## config.mk

```make
export PLATFORM = sky130hd
export DESIGN_NAME = conv_sched
export DESIGN_NICKNAME = d
export VERILOG_FILES = /design/src/rtl/conv_sched.sv
export SDC_FILE = /design/constraint.sdc
export NUM_CORES = 1
export LEC_CHECK = 0
export BUFFER_PORTS_ARGS = -buffer_cell sky130_fd_sc_hd__buf_2
export CAP_MARGIN = 40
export CORE_ASPECT_RATIO = 0.8
export CORE_MARGIN = 3
export CORE_UTILIZATION = 55
export DETAILED_ROUTE_END_ITERATION = 8
export MAX_ROUTING_LAYER = met4
export PLACE_DENSITY = 0.75
export SETUP_SLACK_MARGIN = 0.1
export SLEW_MARGIN = 20
export SYNTH_ARGS = -nofsm -noshare
export SYNTH_HDL_FRONTEND = slang
export SYNTH_SLANG_ARGS = --single-unit
```

## constraint.sdc

```tcl
create_clock -name clk -period 4.9 [get_ports clk]
set_input_delay 0.245 -clock clk [delete_from_list [all_inputs] [get_ports clk]]
set_output_delay 0.245 -clock clk [all_outputs]
set_load 0.1 [all_outputs]
```

## src/rtl/conv_sched.sv

```systemverilog
`default_nettype none
// ============================================================================
//  Module      : conv_sched
//  Description : Window sequencer for the 7x7 convolution core. Walks the
//                kernel window in raster order over the configured map,
//                issues one core enable per position, tracks results in
//                flight and buffers them in a FIFO toward a valid/ready sink.
//                Issue is credit-gated so the FIFO can never overflow.
//  Revision    : 1.0 - initial release
// ============================================================================
module conv_sched #(
  parameter int K     = 7,
  parameter int LAT   = 10,   // must be >= 2 (tag shift register)
  parameter int DEPTH = 16,   // power of 2
  parameter int DIM_W = 8,
  parameter int OUT_W = 39
) (
  input  logic             clk,
  input  logic             rst,
  input  logic             i_start,
  input  logic [DIM_W-1:0] i_cfg_width,
  input  logic [DIM_W-1:0] i_cfg_height,
  output logic             o_busy,
  output logic             o_done,
  output logic             o_err,
  output logic             o_core_en,
  output logic [DIM_W-1:0] o_win_row,
  output logic [DIM_W-1:0] o_win_col,
  input  logic             i_core_valid,
  input  logic [OUT_W-1:0] i_core_out,
  output logic [OUT_W-1:0] o_out_data,
  output logic             o_out_valid,
  input  logic             i_out_ready,
  output logic             o_out_last
);

  localparam int               c_aw    = $clog2(DEPTH);
  localparam logic [DIM_W-1:0] c_k     = DIM_W'(K);
  localparam logic [c_aw:0]    c_one   = (c_aw+1)'(1);
  localparam logic [c_aw+1:0]  c_depth = (c_aw+2)'(DEPTH);

  typedef enum logic [1:0] {
    S_IDLE  = 2'd0,
    S_RUN   = 2'd1,
    S_DRAIN = 2'd2,
    S_DONE  = 2'd3
  } state_t;

  state_t           r_state;
  state_t           w_next;

  logic [DIM_W-1:0] r_w;
  logic [DIM_W-1:0] r_h;
  logic [DIM_W-1:0] r_row;
  logic [DIM_W-1:0] r_col;
  logic             r_err;
  logic [c_aw:0]    r_inflight;
  logic [c_aw:0]    r_wptr;
  logic [c_aw:0]    r_rptr;
  logic [LAT-1:0]   r_tag;
  logic [OUT_W:0]   r_mem [DEPTH];

  logic [c_aw:0]    w_count;
  logic [c_aw+1:0]  w_sum;
  logic             w_empty;
  logic             w_issue;
  logic             w_col_end;
  logic             w_row_end;
  logic             w_last_pos;
  logic             w_cfg_bad;
  logic             w_pop;
  logic [OUT_W:0]   w_head;

  // FIFO occupancy plus results still inside the core pipeline form the credit
  assign w_count    = r_wptr - r_rptr;
  assign w_empty    = (w_count == '0);
  assign w_sum      = {1'b0, w_count} + {1'b0, r_inflight};
  assign w_issue    = (r_state == S_RUN) && (w_sum < c_depth);
  assign w_col_end  = (r_col == (r_w - c_k));
  assign w_row_end  = (r_row == (r_h - c_k));
  assign w_last_pos = w_col_end && w_row_end;
  assign w_cfg_bad  = (i_cfg_width < c_k) || (i_cfg_height < c_k);
  assign w_pop      = !w_empty && i_out_ready;
  assign w_head     = r_mem[r_rptr[c_aw-1:0]];

  assign o_busy      = (r_state == S_RUN) || (r_state == S_DRAIN);
  assign o_done      = (r_state == S_DONE);
  assign o_err       = (r_state == S_DONE) && r_err;
  assign o_core_en   = w_issue;
  assign o_win_row   = w_issue ? r_row : '0;
  assign o_win_col   = w_issue ? r_col : '0;
  assign o_out_valid = !w_empty;
  assign o_out_data  = w_empty ? '0 : w_head[OUT_W-1:0];
  assign o_out_last  = !w_empty && w_head[OUT_W];

  // State register
  always_ff @(posedge clk or posedge rst) begin
    if (rst) r_state <= S_IDLE;
    else     r_state <= w_next;
  end

  // Next-state logic: bad dimensions skip straight to DONE with err armed
  always_comb begin
    w_next = r_state;
    case (r_state)
      S_IDLE:  if (i_start) w_next = w_cfg_bad ? S_DONE : S_RUN;
      S_RUN:   if (w_issue && w_last_pos) w_next = S_DRAIN;
      S_DRAIN: if ((r_inflight == '0) && w_empty) w_next = S_DONE;
      S_DONE:  w_next = S_IDLE;
      default: w_next = S_IDLE;
    endcase
  end

  // Config capture on start and raster walk of the window position
  always_ff @(posedge clk or posedge rst) begin
    if (rst) begin
      r_w   <= '0;
      r_h   <= '0;
      r_row <= '0;
      r_col <= '0;
      r_err <= 1'b0;
    end else if ((r_state == S_IDLE) && i_start) begin
      r_w   <= i_cfg_width;
      r_h   <= i_cfg_height;
      r_row <= '0;
      r_col <= '0;
      r_err <= w_cfg_bad;
    end else if (w_issue) begin
      if (w_col_end) begin
        r_col <= '0;
        r_row <= r_row + 1'b1;
      end else begin
        r_col <= r_col + 1'b1;
      end
    end
  end

  // Results in flight: up on issue, down on core_valid, hold when both
  always_ff @(posedge clk or posedge rst) begin
    if (rst)                             r_inflight <= '0;
    else if (w_issue && !i_core_valid)   r_inflight <= r_inflight + c_one;
    else if (!w_issue && i_core_valid)   r_inflight <= r_inflight - c_one;
  end

  // Last-of-frame flag travels alongside the core pipeline, aligned to core_valid
  always_ff @(posedge clk or posedge rst) begin
    if (rst) r_tag <= '0;
    else     r_tag <= {r_tag[LAT-2:0], w_issue && w_last_pos};
  end

  // FIFO pointers; the extra MSB distinguishes full from empty
  always_ff @(posedge clk or posedge rst) begin
    if (rst) begin
      r_wptr <= '0;
      r_rptr <= '0;
    end else begin
      if (i_core_valid) r_wptr <= r_wptr + c_one;
      if (w_pop)        r_rptr <= r_rptr + c_one;
    end
  end

  // FIFO storage: result with its last flag in the MSB
  always_ff @(posedge clk) begin
    if (i_core_valid) r_mem[r_wptr[c_aw-1:0]] <= {r_tag[LAT-1], i_core_out};
  end

endmodule
`default_nettype wire

```

# == Word level (Yosys, flattened, before mapping) ==
# Memory sizes are Yosys's and may differ from the RTL's.
# Cells that the tools add are included.
# totals
regBits,60
mem_bits_rw,640
inputBits,60
out_inout_bits,61
elab_cells,73
n_memories,1
# mem_list
memory,words,word_bits,read_ports,rd_clocked_by_memory_dff,write_ports,line_no,text
r_mem,16,40,1,0,1,61,logic [OUT_W:0] r_mem [DEPTH];
# classes
n_addsub,10
magnitude_cmp,3
eq_ne,8
n_mux,18
n_reduce_logical,23
# ops
cell,count
8-bit 2-to-1 mux,8
39-bit 2-to-1 mux,1
8-bit by 1-bit adder with 8-bit output (second input constant),2
8-bit equality test,2
8-bit by 3-bit less-than comparator with 1-bit output (second input constant),2
8-bit by 3-bit subtractor with 8-bit output (second input constant),2
5-bit by 1-bit adder with 5-bit output (second input constant),3
1-bit logical AND,10
5-bit zero test,2
5-bit 2-to-1 mux,2
2-bit 2-to-1 mux,4
2-bit case mux with 4 select lines,1
5-bit by 5-bit adder with 6-bit output,1
6-bit by 5-bit less-than comparator with 1-bit output (second input constant),1
2-bit nonzero test,3
5-bit by 1-bit subtractor with 5-bit output (second input constant),1
5-bit subtractor,1
2-bit equality test (second input constant),2
2-bit by 1-bit != test with 1-bit output (second input constant),2
1-bit zero test,3
3-bit AND reduction,1
2-bit by 1-bit equality test with 1-bit output (second input constant),1
2-bit zero test,1
1-bit logical OR,2
other kinds (3),4

# == Logic depth before layout (Yosys ltp) ==
# Gate-level depths: netlist (run 1).
# logic_depth
word_depth,8
ltp_mapped,21
depth_no_buf,18

# == Least setup slack after synthesis (run 1) ==
# Ideal clock, no wire load.
# synth_path
path_kind,reg-to-reg
startpoint,register r_rptr[1]
endpoint,register r_inflight[4]
setup_ns,0.125
arrival_time_ns,5.776
required_ns,4.775
slack_ns,-1.001
stages_incl_launch_ff,21
path_buffers,4
period_less_slack_ns,5.901
path_cell_list,dfrtp_1 > clkbuf_1 > clkbuf_1 > clkbuf_1 > inv_1 > fa_1 > a21o_1 > a21oi_1 > xnor2_1 > ha_1 > or4_1 > a21oi_1 > clkbuf_1 > ha_1 > inv_1 > fa_1 > a21o_1 > a21oi_1 > xnor2_1 > nor2_1 > xor2_1
# synth_between
elab_chain_len,7
elab_cells_between_ends,9
classes_between,add/sub: 2; order compare: 1; mux: 1; reduce/logical: 5
# synth_lines
element,line_no,text
from (decl),59,logic [c_aw:0] r_rptr;
from (signal assigned),158,if (w_pop) r_rptr <= r_rptr + c_one;
5-bit subtractor (*),75,assign w_count = r_wptr - r_rptr;
5-bit by 5-bit adder with 6-bit output (*),77,"assign w_sum = {1'b0, w_count} + {1'b0, r_inflight};"
6-bit by 5-bit less-than comparator with 1-bit output (*),78,assign w_issue = (r_state == S_RUN) && (w_sum < c_depth);
1-bit logical AND (*),78,
net o_core_en,26,"output logic o_core_en,"
1-bit zero test,142,else if (!w_issue && i_core_valid) r_inflight <= r_inflight - c_one;
1-bit logical AND,142,
2-bit nonzero test (no line),--,
to (signal assigned),141,else if (w_issue && !i_core_valid) r_inflight <= r_inflight + c_one;
to (signal assigned),142,
to (decl),57,logic [c_aw:0] r_inflight;
# The timed path passes the listed nets; every way through them passes the cells marked *.
# A chain may end at the register's enable or synchronous reset.

# == Worst setup path after layout (run 1) ==
# layout_path
startpoint,register r_wptr[0]
endpoint,output o_win_col[1]
# layout_between
elab_chain_len,5
# layout_lines
element,line_no,text
from (decl),58,logic [c_aw:0] r_wptr;
from (signal assigned),157,if (i_core_valid) r_wptr <= r_wptr + c_one;
5-bit subtractor,75,
5-bit by 5-bit adder with 6-bit output,77,
6-bit by 5-bit less-than comparator with 1-bit output,78,
1-bit logical AND,78,
8-bit 2-to-1 mux,91,assign o_win_col = w_issue ? r_col : '0;
to (decl),28,"output logic [DIM_W-1:0] o_win_col,"
# No other way between the ends.

==> results.md, run 1 <==
- The relative slew slack is 0.285.
- The first detailed-routing pass took 5 iterations.
- Derived from the worst setup path, the maximum achievable clock frequency is ~0.23 GHz.
- For this configuration, the core starts out at a cell density of 0.560.
- The number of max-slew violations in the final report is 0.
- The post-synthesis register bit count is 700.
- The share of synthesized area in the top cell type comes to 0.687.
- The floorplan step defined a die boundary enclosing 53600 µm².
- The clock-pin slew on the worst setup and hold paths is roughly 0.060 ns.
- In this run the mean area of a mapped cell was about 21 µm².
- Synthesis produced a netlist with a net count of about 1.4k.
- The final hold violation count came to 0.
- The number of distinct standard cells referenced by the synthesized netlist is 53.
- The number of hold buffers added after CTS is 36.
- Setup repair after global routing left no endpoint under its margin.
- The overall die width is 258 µm.
- The cell leakage power is between 0.01 and 0.015 µW.
- The dominant combinational cell family by area after synthesis is multiplexers.
- Setup violations remaining at the end of the flow were counted as 0.
- The mapped cell area is about 28000 µm².
- The via count is 13.6k.
- The via count of the first global-routing pass is ~14k.
- The time the worst path needs with I/O delays and setup is 4.34 ns.
- The transition time of the tightest slew-check pin is about 1.1 ns.
- The type of the worst setup path is reg -> out.
- The first global-routing pass estimated about 90000 µm of wire.
- In the post-synthesis netlist, the cell with the most instances is edfxtp_1.
- The flow ran to the end, and the final reports show no timing, DRC or antenna violations.
- The synthesis warning total is 0.
- The final layout net count is roughly 1.6k.
- Of the cells placed in the final design, the portion with a size suffix greater than 1 is 0.307.
- The synthesized-area fraction occupied by ao, oa, aoi and oai cells is 0.0135.
- Clock latency on the worst-skew pair, taken at its later pin, is about 0.6 ns.
- The worst clock skew is 0.0218 ns.
- Of the total synthesized cell area, the portion taken by AND, OR, NAND and NOR gates is 0.0433.
- The min-delay analysis places its worst path in the category in -> reg.
- The count of buffers from port buffering is 120.
- The per-cell routed wire length is ~26 µm.
- The DRC marker count from the first detailed-route iteration is around 1.5k.
- The synthesized instance count is approximately 1.3k.
- The I/O pin total is between 100 and 150.
- The worst setup path is launched from a register.
- The area growth from synthesis to layout is 15.7%.
- Of the total synthesized cell area, the portion taken by full adders, half adders and majority gates is 0.0131.
- The peak ir drop on the vdd network is around 0.00077 V.
- After clock tree synthesis, the setup repair step added 0 buffers.
- After global routing the overflow that remains totals 0.
- By area the synthesized netlist is led by edfxtp_1 (69%), mux4_2 (16%), dfrtp_1 (5.4%), ha_1 (1.2%), nor2b_1 (0.98%).
- The pin count of the biggest net entering global routing is approximately 160.
- Sorting the synthesized cells by how often they occur yields edfxtp_1 (640), mux4_2 (200), nand2_1 (66).
- For this run, the total global-route usage over all layers was measured as 0.232.
- The fraction of registers with async set/reset is 0.0857.
- Measured against the total synthesized area, the mux share comes to 0.163.
- The critical path endpoint category is an output pin.
- The wire length after detailed routing is 58900 µm.
- The cell type with the largest total area after synthesis is edfxtp_1.
- The peak fanout along the critical path is 31.
- The required time of the critical path is around 4.7 ns.
- Of the total synthesized cell area, the portion taken by XOR and XNOR cells is 0.0141.
- Clock tree synthesis selected as its root buffer the cell clkbuf_16.
- The placeable core area is 50000 µm².
- Dividing the detail-routed via count by the number of cells gives ~6.1.
- The floorplan row count is 73.
- The number of H-tree branching levels is 3.
- Data arrives at the worst endpoint at around 4.1 ns.
- The total DRC errors in the routed layout is 0.
- The tool flagged a number of max-cap violations equal to 0.
- The longest clock path from root to sink contains 3 buffers.
- The post-CTS resize count is 0.
- The completed layout was analyzed and its total power is approximately 22000 µW.
- The number of antenna violations at the first check in global routing came to 3.
- The count of nets left with antenna violations once routing finished came out at 0.
- In this run the power density over the cells is around 670 nW/µm².
- The sequential fraction of the synthesis area is 0.741.
- The routability-driven placement congestion ratio is about 0.81.
- The number of buffers added by the clock tree synthesis step is 67.
- The total number of clock tree sinks is 700.
- Detailed placement finished with a half-perimeter wire length of roughly 32000 µm.
- For this run, the leading register cell type out of synthesis is edfxtp_1.
- The TritonCTS clock tree is built.
- The number of synthesized flops with an enable pin is between 600 and 700.
- The floorplan die height is 208 µm.
- The filler cell count is 3265.
- The sum of negative setup slack is 0 ns.
- Of the available clock period, the critical path in the final layout requires 0.886.
-- metrics by stage --
stage | hold slack, ns | instance area (µm²) | util | std cells | setup WS, ns
4_1_cts | 0.000120 | 32200 | 0.645 | 2250 | 0.501
2_1_floorplan | 0.331 | 28000 | - | 1330 | 0.136
3_5_place_dp | 0.335 | 29800 | 0.597 | 2093 | 0.620
5_1_grt | 0.0126 | 32400 | 0.648 | 2256 | 0.346
6_report | 0.0334 | 32400 | 0.648 | 2256 | 0.556
3_3_place_gp | 0.333 | 29600 | 0.593 | 2084 | 0.678
-- placed cells by master (no fill, tap or decap), drive strengths merged, types with 3 or more instances in the layout --
cell type	n
nand4	9
buf	160
clkinv	27
a21oi	5
nor4b	3
a21o	6
ha	26
nand3	13
o211ai	4
inv	18
nand2b	4
dlygate4sd3	36
mux4	200
bufinv	3
clkbuf	87
and2	37
and3	9
a31oi	6
o21ai	11
nor2b	44
xor2	22
nor2	23
a2111oi	5
dfrtp	60
or4	3
xnor2	23
nor3	5
edfxtp	640
nand2	66
a22oi	3
-- where the power goes --
part	switching [µW]	internal (µW)	total, µW
Sequential	326	7210	7530
Clock	2140	2780	4920
Combinational	6170	3070	9240
Total	8630	13100	21700
-- routing by layer --
layer / track usage / wire (µm) / vias up
li1: - / - / 5815
met1: 0.320 / 24200 / 7242
met2: 0.367 / 29500 / 501
met3: 0.0439 / 3990 / 91
met4: 0.0527 / 1150 / 0
met5: - / 0 / -
-- layout make-up --
class	instances	area, µm²	share of cell area
clock inverters	34	256	0.00793
flip-flops and latches	700	20700	0.641
repair buffers	196	1740	0.0537
inverters	14	53.8	0.00166
well taps	675	845	0.0261
multi-input cells	548	6920	0.214
clock buffers	87	1810	0.0561
diodes	2	5.00	0.000155
-- registers in the layout (all words and copies together) (netlist names) --
name        flops
r_wptr          5
r_tag          10
r_mem         640
r_inflight      5
r_w             8
r_row           8
r_err           1
r_rptr          5
r_h             8
r_col           8
r_state         2
-- worst paths after layout --
kind / slack [ns] / from / endpoint / cells past startpoint
min in group asynchronous: 0.16 / rst / r_state[1] / 4
worst max-delay path: 0.56 / r_wptr[0] / o_win_col[1] / 13
max in group asynchronous: 4.27 / rst / r_err / 5
worst max register to register: 0.61 / r_wptr[0] / r_inflight[4] / 18
worst min-delay path: 0.03 / i_core_out[32] / r_mem[7][32] / 1
worst min register to register: 0.34 / r_tag[3] / r_tag[4] / 0
-- critical path: stages, from the launching register on --
cell,delay (ns)
dfrtp_1,0.43
inv_1,0.13
ha_1,0.18
inv_1,0.05
fa_1,0.39
a21o_1,0.17
a21oi_1,0.18
xnor2_1,0.22
ha_1,0.30
or4_1,0.54
a21oi_2,0.15
buf_4,0.30
and2_1,0.26
buf_12,0.19
-- cells by family after synthesis --
family / after synthesis
flip-flops: 700
AND/OR/NAND/NOR: 223
multiplexers: 204
buffers and inverters: 82
XOR/XNOR: 45
adder cells (fa/ha/maj): 28
AO/OA/AOI/OAI: 48
(Power assumes the default switching activity.)
==> inputs of run 2 (changes only) <==
--- a/config.mk
+++ b/config.mk
@@ -5,6 +5,7 @@
 export SDC_FILE = /design/constraint.sdc
 export NUM_CORES = 1
 export LEC_CHECK = 0
+export ABC_CLOCK_PERIOD_IN_PS = 4900
 export BUFFER_PORTS_ARGS = -buffer_cell sky130_fd_sc_hd__buf_2
 export CAP_MARGIN = 40
 export CORE_ASPECT_RATIO = 0.8
@@ -13,6 +14,7 @@
 export DETAILED_ROUTE_END_ITERATION = 8
 export MAX_ROUTING_LAYER = met4
 export PLACE_DENSITY = 0.75
+export REMOVE_ABC_BUFFERS = 1
 export SETUP_SLACK_MARGIN = 0.1
 export SLEW_MARGIN = 20
 export SYNTH_ARGS = -nofsm -noshare
==> results.md, run 2 (synthesis gave the netlist of run 1 again) <==
- The count of nets left with antenna violations once routing finished came out at 0.
- For the final routed database, the setup TNS stands at 0 ns.
- Of the available clock period, the critical path in the final layout requires 0.924.
- By startpoint and endpoint, the worst setup path is classified as reg -> out.
- The relative slew slack is 0.292.
- STA classifies the critical path endpoint as an output pin.
- The library cells used most frequently in the layout, excluding fill and tap cells, are edfxtp_1 (640), mux4_2 (200), buf_2 (120).
- The floorplan step defined a die boundary enclosing about 54000 µm².
- The number of antenna violations at the first check in global routing is 4.
- The worst register-to-register path ends at r_inflight[4].
- The overflow left after global routing is 0.
- Clock skew on the completed layout was measured at between 0.015 and 0.02 ns.
- The pin count of the biggest net entering global routing is 164.
- The final hold violation count is 0.
- The tree is rooted in a clkbuf_16.
- The region available for standard cell placement spans 50000 µm².
- The flow ran to the end, and the final reports show no timing, DRC or antenna violations.
- The floorplan has 73 rows.
- The setup check on the worst reg-to-reg path leaves a slack of about 0.58 ns.
- The met2 track demand over resource in global routing is 0.365.
- The final route contains between 10k and 15k vias.
- IR analysis of the VDD net gives a maximum drop of approximately 0.00064 V.
- Setup violations remaining at the end of the flow were counted as 0.
- The clock-pin slew on the worst setup and hold paths is roughly 0.060 ns.
- Setup repair after global routing left no endpoint under its margin.
- For this configuration, the core starts out at a cell density of 0.560.
- STA puts the critical path data required time at 4.66 ns.
- The number of H-tree branching levels is 3.
- The via count of the first global-routing pass is approximately 14k.
- The overall die width is 258 µm.
- The number of flip-flops in the largest register is 640.
- In the global route stage, met3 resource usage came out at 0.0485.
- In the final layout, the share of cells above drive strength 1 is 0.311.
- Summing internal, switching and leakage power gives around 22000 µW.
- Following the worst setup path forward leads to its endpoint at o_win_row[4].
- Clock latency on the worst-skew pair, taken at its later pin, is 0.59 ns.
- The max-cap violation count is 0.
- The global-route track usage on met1 is 0.332.
- For the pin with the worst max-slew slack, the measured transition is 1.06 ns.
- The slowest stage cell on the critical path is or4_1.
- The peak fanout along the critical path is 31.
- For this run, the total global-route usage over all layers was measured as 0.237.
- The number of standard cells in the layout, taps in and fillers out is ~2.3k.
- The time the worst path needs with I/O delays and setup is between 4 and 5 ns.
- The number of max-slew violations in the final report is 0.
- TritonCTS built the clock tree.
- The first-pass GRT wire length is just over 90000 µm.
- The launch point of the worst path is r_wptr[0].
- The number of cell instances on the worst register-to-register path is 18.
- The number of iterations in the first detailed-routing pass is 5.
- The die is slightly above 200 µm tall.
- Dividing the detail-routed via count by the number of cells gives around 6.
- The worst setup path is launched from a register.
- The per-cell routed wire length is 26.6 µm.
- The I/O pin total is approximately 120.
- The areal power density over the cells is around 680 nW/µm².
- The count of placed standard cells including taps is ~2.1k.
- Static timing analysis puts the maximum clock frequency at around 0.22 GHz.
- Summed over all cells, the static leakage comes to about 0.011 µW.
- The startpoint identified for the worst register-to-register timing path is r_wptr[0].
- Counting every sink on the clock net gives 700.
- The leading cell type in the layout, fill and taps excluded is edfxtp_1.
- Traced cell by cell, the critical path runs through inv_1 > ha_1 > inv_1 > fa_1 > a21o_1 > a21oi_1 > xnor2_1 > ha_1 > or4_1 > a21oi_2 > buf_4 > and2_1 > buf_2.
- The wire length after detailed routing is 60200 µm.
- During placement, the flow inserted port buffers numbering 120.
- The min-delay analysis places its worst path in the category in -> reg.
- The data arrival time of the worst path is ~4.3 ns.
- Relative to the synthesized area, the layout overhead comes to 15.6%.
- For this run, design rule violations remaining after detail routing come to 0.
- The core utilization of the finished layout is 0.647.
- After the last flow step, the layout net total stands at between 1.5k and 2k.
- In this run, CTS created clock tree buffers numbering between 60 and 70.
- The most used routing layer is met2.
- The routability-driven placement congestion ratio is around 0.81.
- The DRC marker count from the first detailed-route iteration is about 1.4k.
- The post-DP HPWL is about 32000 µm.
- The largest single stage delay on the critical path is roughly 0.53 ns.
- In this run the deepest clock path goes through 3 buffers.
-- run 2: cell count changes in the layout (fill, tap and decap cells not counted), sizes merged --
cell	change
clkinvlp	+4
bufinv	+2
buf	+4
diode	+2
dlygate4sd3	+1
clkbuf	+3
inv	-4
clkinv	-3
-- run 2: final cells by class --
cell class | instances | area [µm²]
diodes | 4 | 10.0
clock buffers | 90 | 1860
clock inverters | 33 | 324
fillers | 3274 | 17600
inverters | 14 | 53.8
multi-input cells | 548 | 6920
flip-flops and latches | 700 | 20700
well taps | 675 | 845
repair buffers | 201 | 1590
-- run 2: per-stage QoR --
| step | worst slack (ns) | cell area, µm² | hold slack [ns] |
|---|---|---|---|
| 3_5_place_dp | 0.585 | 29700 | 0.335 |
| 6_report | 0.371 | 32300 | 0.0266 |
| 5_1_grt | 0.164 | 32300 | 0.0103 |
| 4_1_cts | 0.353 | 32200 | 0.0000827 |
| 3_3_place_gp | 0.719 | 29400 | 0.336 |
| 2_1_floorplan | -7.62 | 27700 | 0.331 |
-- run 2: worst min path at each step --
stage	startpoint	endpoint	slack [ns]	cells after the start
detailed placement	r_tag[7]	r_tag[8]	0.33	0
CTS	i_core_out[29]	r_mem[2][29]	0.00008	1
global placement	r_tag[5]	r_tag[6]	0.34	0
floorplan	r_tag[0]	r_tag[1]	0.33	0
global route	i_core_out[29]	r_mem[14][29]	0.01	1
finish	i_core_out[26]	r_mem[4][26]	0.03	1
-- run 2: critical path, delay by kind of cell, from the launching register on --
kind | cells | cell delay (ns)
simple gates | 2 | 0.72
fa+ha+maj | 3 | 0.87
xor+xnor | 1 | 0.21
flops | 1 | 0.44
compound gates | 3 | 0.50
buf+inv | 4 | 0.92
-- run 2: power breakdown --
part,internal [µW],switching (µW),total [µW]
Clock,2950,2170,5110
Sequential,7210,325,7530
Combinational,3060,6180,9240
-- run 2: repair_timing --
item                                   in CTS  in global routing
gates resized for setup                     0                  0
setup buffers                               0                  0
endpoints found under the hold margin     238                  0
hold buffers                               37                  0
-- run 2: metal layers --
layer	up-vias	share of wire
met5	-	0
met4	0	0.018
met3	96	0.070
met2	557	0.50
met1	7438	0.42
li1	5845	-
==> inputs of run 3 (changes only) <==
--- a/config.mk
+++ b/config.mk
@@ -10,10 +10,11 @@
 export CAP_MARGIN = 40
 export CORE_ASPECT_RATIO = 0.8
 export CORE_MARGIN = 3
-export CORE_UTILIZATION = 55
+export CORE_UTILIZATION = 58
+export CTS_BUF_LIST = sky130_fd_sc_hd__clkbuf_2 sky130_fd_sc_hd__clkbuf_4 sky130_fd_sc_hd__clkbuf_8
 export DETAILED_ROUTE_END_ITERATION = 8
 export MAX_ROUTING_LAYER = met4
-export PLACE_DENSITY = 0.75
+export PLACE_DENSITY_LB_ADDON = 0.12
 export REMOVE_ABC_BUFFERS = 1
 export SETUP_SLACK_MARGIN = 0.1
 export SLEW_MARGIN = 20
==> results.md, run 3 (synthesis gave the netlist of run 1 again) <==
- The total DRC errors in the routed layout is 0.
- The final layout net count is approximately 1.7k.
- The root buffer cell chosen for the clock tree is clkbuf_8.
- The number of cell instances on the worst register-to-register path is 18.
- At the pin with the least slew margin, the transition time is between 1 and 1.5 ns.
- In the global route stage, met2 resource usage came out at 0.374.
- The launch instance of the worst register-to-register path is r_wptr[0].
- The relative slew slack is 0.253.
- Routability-driven placement finished with a final weighted congestion of 0.759.
- The area of the die is 50900 µm².
- For this run, global-route usage on met3 was measured as 0.0494.
- After routing the design area is around 32000 µm².
- The number of nets still failing antenna checks after routing is 0.
- The critical path endpoint category is an output pin.
- The most used routing layer is met2.
- In this run the worst path has a maximum fanout of 31.
- The floorplan row count is 71.
- The pre-antenna-repair detailed-routing pass consisted of 5 iterations.
- TritonCTS created ~100 clock buffers.
- The timing-limited maximum frequency is ~0.22 GHz.
- Of the cells placed in the final design, the portion with a size suffix greater than 1 is 0.336.
- The design draws roughly 21000 µW.
- The placeable core area is roughly 47000 µm².
- The overall die width is about 250 µm.
- The wire length after detailed routing is between 50000 and 60000 µm.
- The required time of the critical path is approximately 4.7 ns.
- The worst-case IR drop observed on VDD is approximately 0.0012 V.
- Setup violations remaining at the end of the flow were counted as 0.
- The time the worst path needs with I/O delays and setup is ~4.5 ns.
- For this run, global-route usage on met1 was measured as 0.353.
- Dividing the detail-routed wire length by the instance count gives 25.6 µm.
- The H-tree generated during clock tree synthesis spans 3 levels.
- The area growth from synthesis to layout is 16.1%.
- The post-DP HPWL is 32300 µm.
- The clock passes through at most 3 buffers.
- The library cells used most frequently in the layout, excluding fill and tap cells, are edfxtp_1 (640), mux4_2 (200), clkbuf_8 (105).
- The worst register-to-register path ends at r_inflight[4].
- The number of antenna violations at the first check in global routing is 2.
- The worst setup path endpoint is o_win_col[6].
- In this run the worst hold path is classified as in -> reg.
- In this run the tool buffered the top-level ports with 120 buffer cells.
- Dividing total power by cell area gives a power density of roughly 660 nW/µm².
- The analysis attributes to cell leakage a power of ~0.011 µW.
- The effective utilization at floorplan is 0.591.
- The later pin in the worst-skew pair is clocked with a latency of between 0.6 and 0.7 ns.
- Dividing the final minimum period by the clock period gives 0.910.
- The combined global-route utilization of all metal layers is 0.247.
- Setup repair after global routing left no endpoint under its margin.
- The slack of the worst reg-to-reg path is around 0.60 ns.
- The final hold violation count is 0.
- The tightest hold margin is ~0.096 ns.
- Max-cap violations in this run came to 0.
- The via count of the first global-routing pass came to 14.4k.
- Clock-pin slew was measured on the worst setup and hold paths at roughly 0.07 ns.
- The overflow left after global routing is 0.
- The total number of clock tree sinks is 700.
- The number of flip-flops in the largest register is between 600 and 700.
- After detailed routing, the number of vias per cell comes to 6.00.
- The worst setup path is of the reg -> out kind.
- The placed instances occupy a cell area of 29800 µm².
- The first-pass GRT wire length is 89400 µm.
- The I/O pin total is between 100 and 150.
- The floorplan step set the die height to roughly 200 µm.
- The number of max-slew violations in the final report is 0.
- The pin count of the biggest net entering global routing is ~160.
- The DRC marker count from the first detailed-route iteration is 1205.
- The worst clock skew is around 0.017 ns.
- STA classifies the critical path startpoint as a register.
- The launch point of the worst path is r_wptr[0].
- The library cell used most frequently in the layout, excluding fill and tap cells, is edfxtp_1.
- The TritonCTS clock tree is built.
- The run finished with clean final reports.
- The data arrival time of the worst path is approximately 4.2 ns.
- The buffers inserted during post-CTS setup optimization is 0.
- The via count is 13.7k.
## run 3: cell types whose count changed in the layout (fill, tap and decap cells not counted), sizes merged
cell | previous run | this run
clkinv | 24 | 46
bufinv | 5 | 4
diode | 4 | 2
dlygate4sd3 | 37 | 59
clkinvlp | 4 | 0
clkbuf | 90 | 136
buf | 164 | 162
## run 3: routing by layer
layer | wire length, µm | vias up
met2 | 28600 | 479
met4 | 968 | 0
met3 | 4040 | 86
li1 | - | 5957
met5 | 0 | -
met1 | 25100 | 7213
## run 3: layout make-up
type	instances	area (µm²)
Timing Repair Buffer	221	1980
Antenna cell	2	5.00
Clock inverter	50	327
Sequential cell	700	20700
Tap cell	620	776
Inverter	14	53.8
Clock buffer	136	1680
Multi-Input combinational cell	548	6920
Fill cell	3004	14900
## run 3: timing repair
item,4_1_cts,5_1_grt
endpoints found under the setup margin,0,0
gates resized for setup,0,0
hold buffers,58,1
endpoints found under the hold margin,685,1
## run 3: worst min-delay path by stage
| stage | startpoint | end | slack, ns | cells past startpoint |
|---|---|---|---|---|
| global placement | r_tag[0] | r_tag[1] | 0.34 | 0 |
| detailed placement | r_tag[5] | r_tag[6] | 0.34 | 0 |
| CTS | i_start | r_state[1] | 0.04 | 4 |
| floorplan | r_tag[0] | r_tag[1] | 0.33 | 0 |
| global route | i_start | r_state[0] | 0.1 | 4 |
| finish | i_start | r_state[1] | 0.1 | 4 |
## run 3: where the power goes
group / total (µW) / switching [µW] / internal [µW]
sequential: 7510 / 311 / 7200
clock: 4580 / 2130 / 2440
combinational: 9260 / 6190 / 3070
## run 3: metrics by stage
stage               instances  setup slack, ns  setup TNS, ns  utilization
finish                   2291            0.441              0        0.686
floorplan                1262            -7.62        -510.32            -
CTS                      2287            0.393              0        0.685
global route             2291            0.193              0        0.686
detailed placement       2043            0.620              0        0.630
global placement         2029            0.711              0        0.624
## run 3: worst max-delay path, cell delays in order, from the launching register on
cell and delay (ns):
dfrtp_1 0.44, inv_1 0.13, ha_1 0.20, inv_1 0.06, fa_1 0.39, a21o_1 0.17, a21oi_1 0.18, xnor2_1 0.21
ha_1 0.29, or4_1 0.53, a21oi_2 0.14, buf_4 0.32, and2_1 0.27, buf_12 0.20
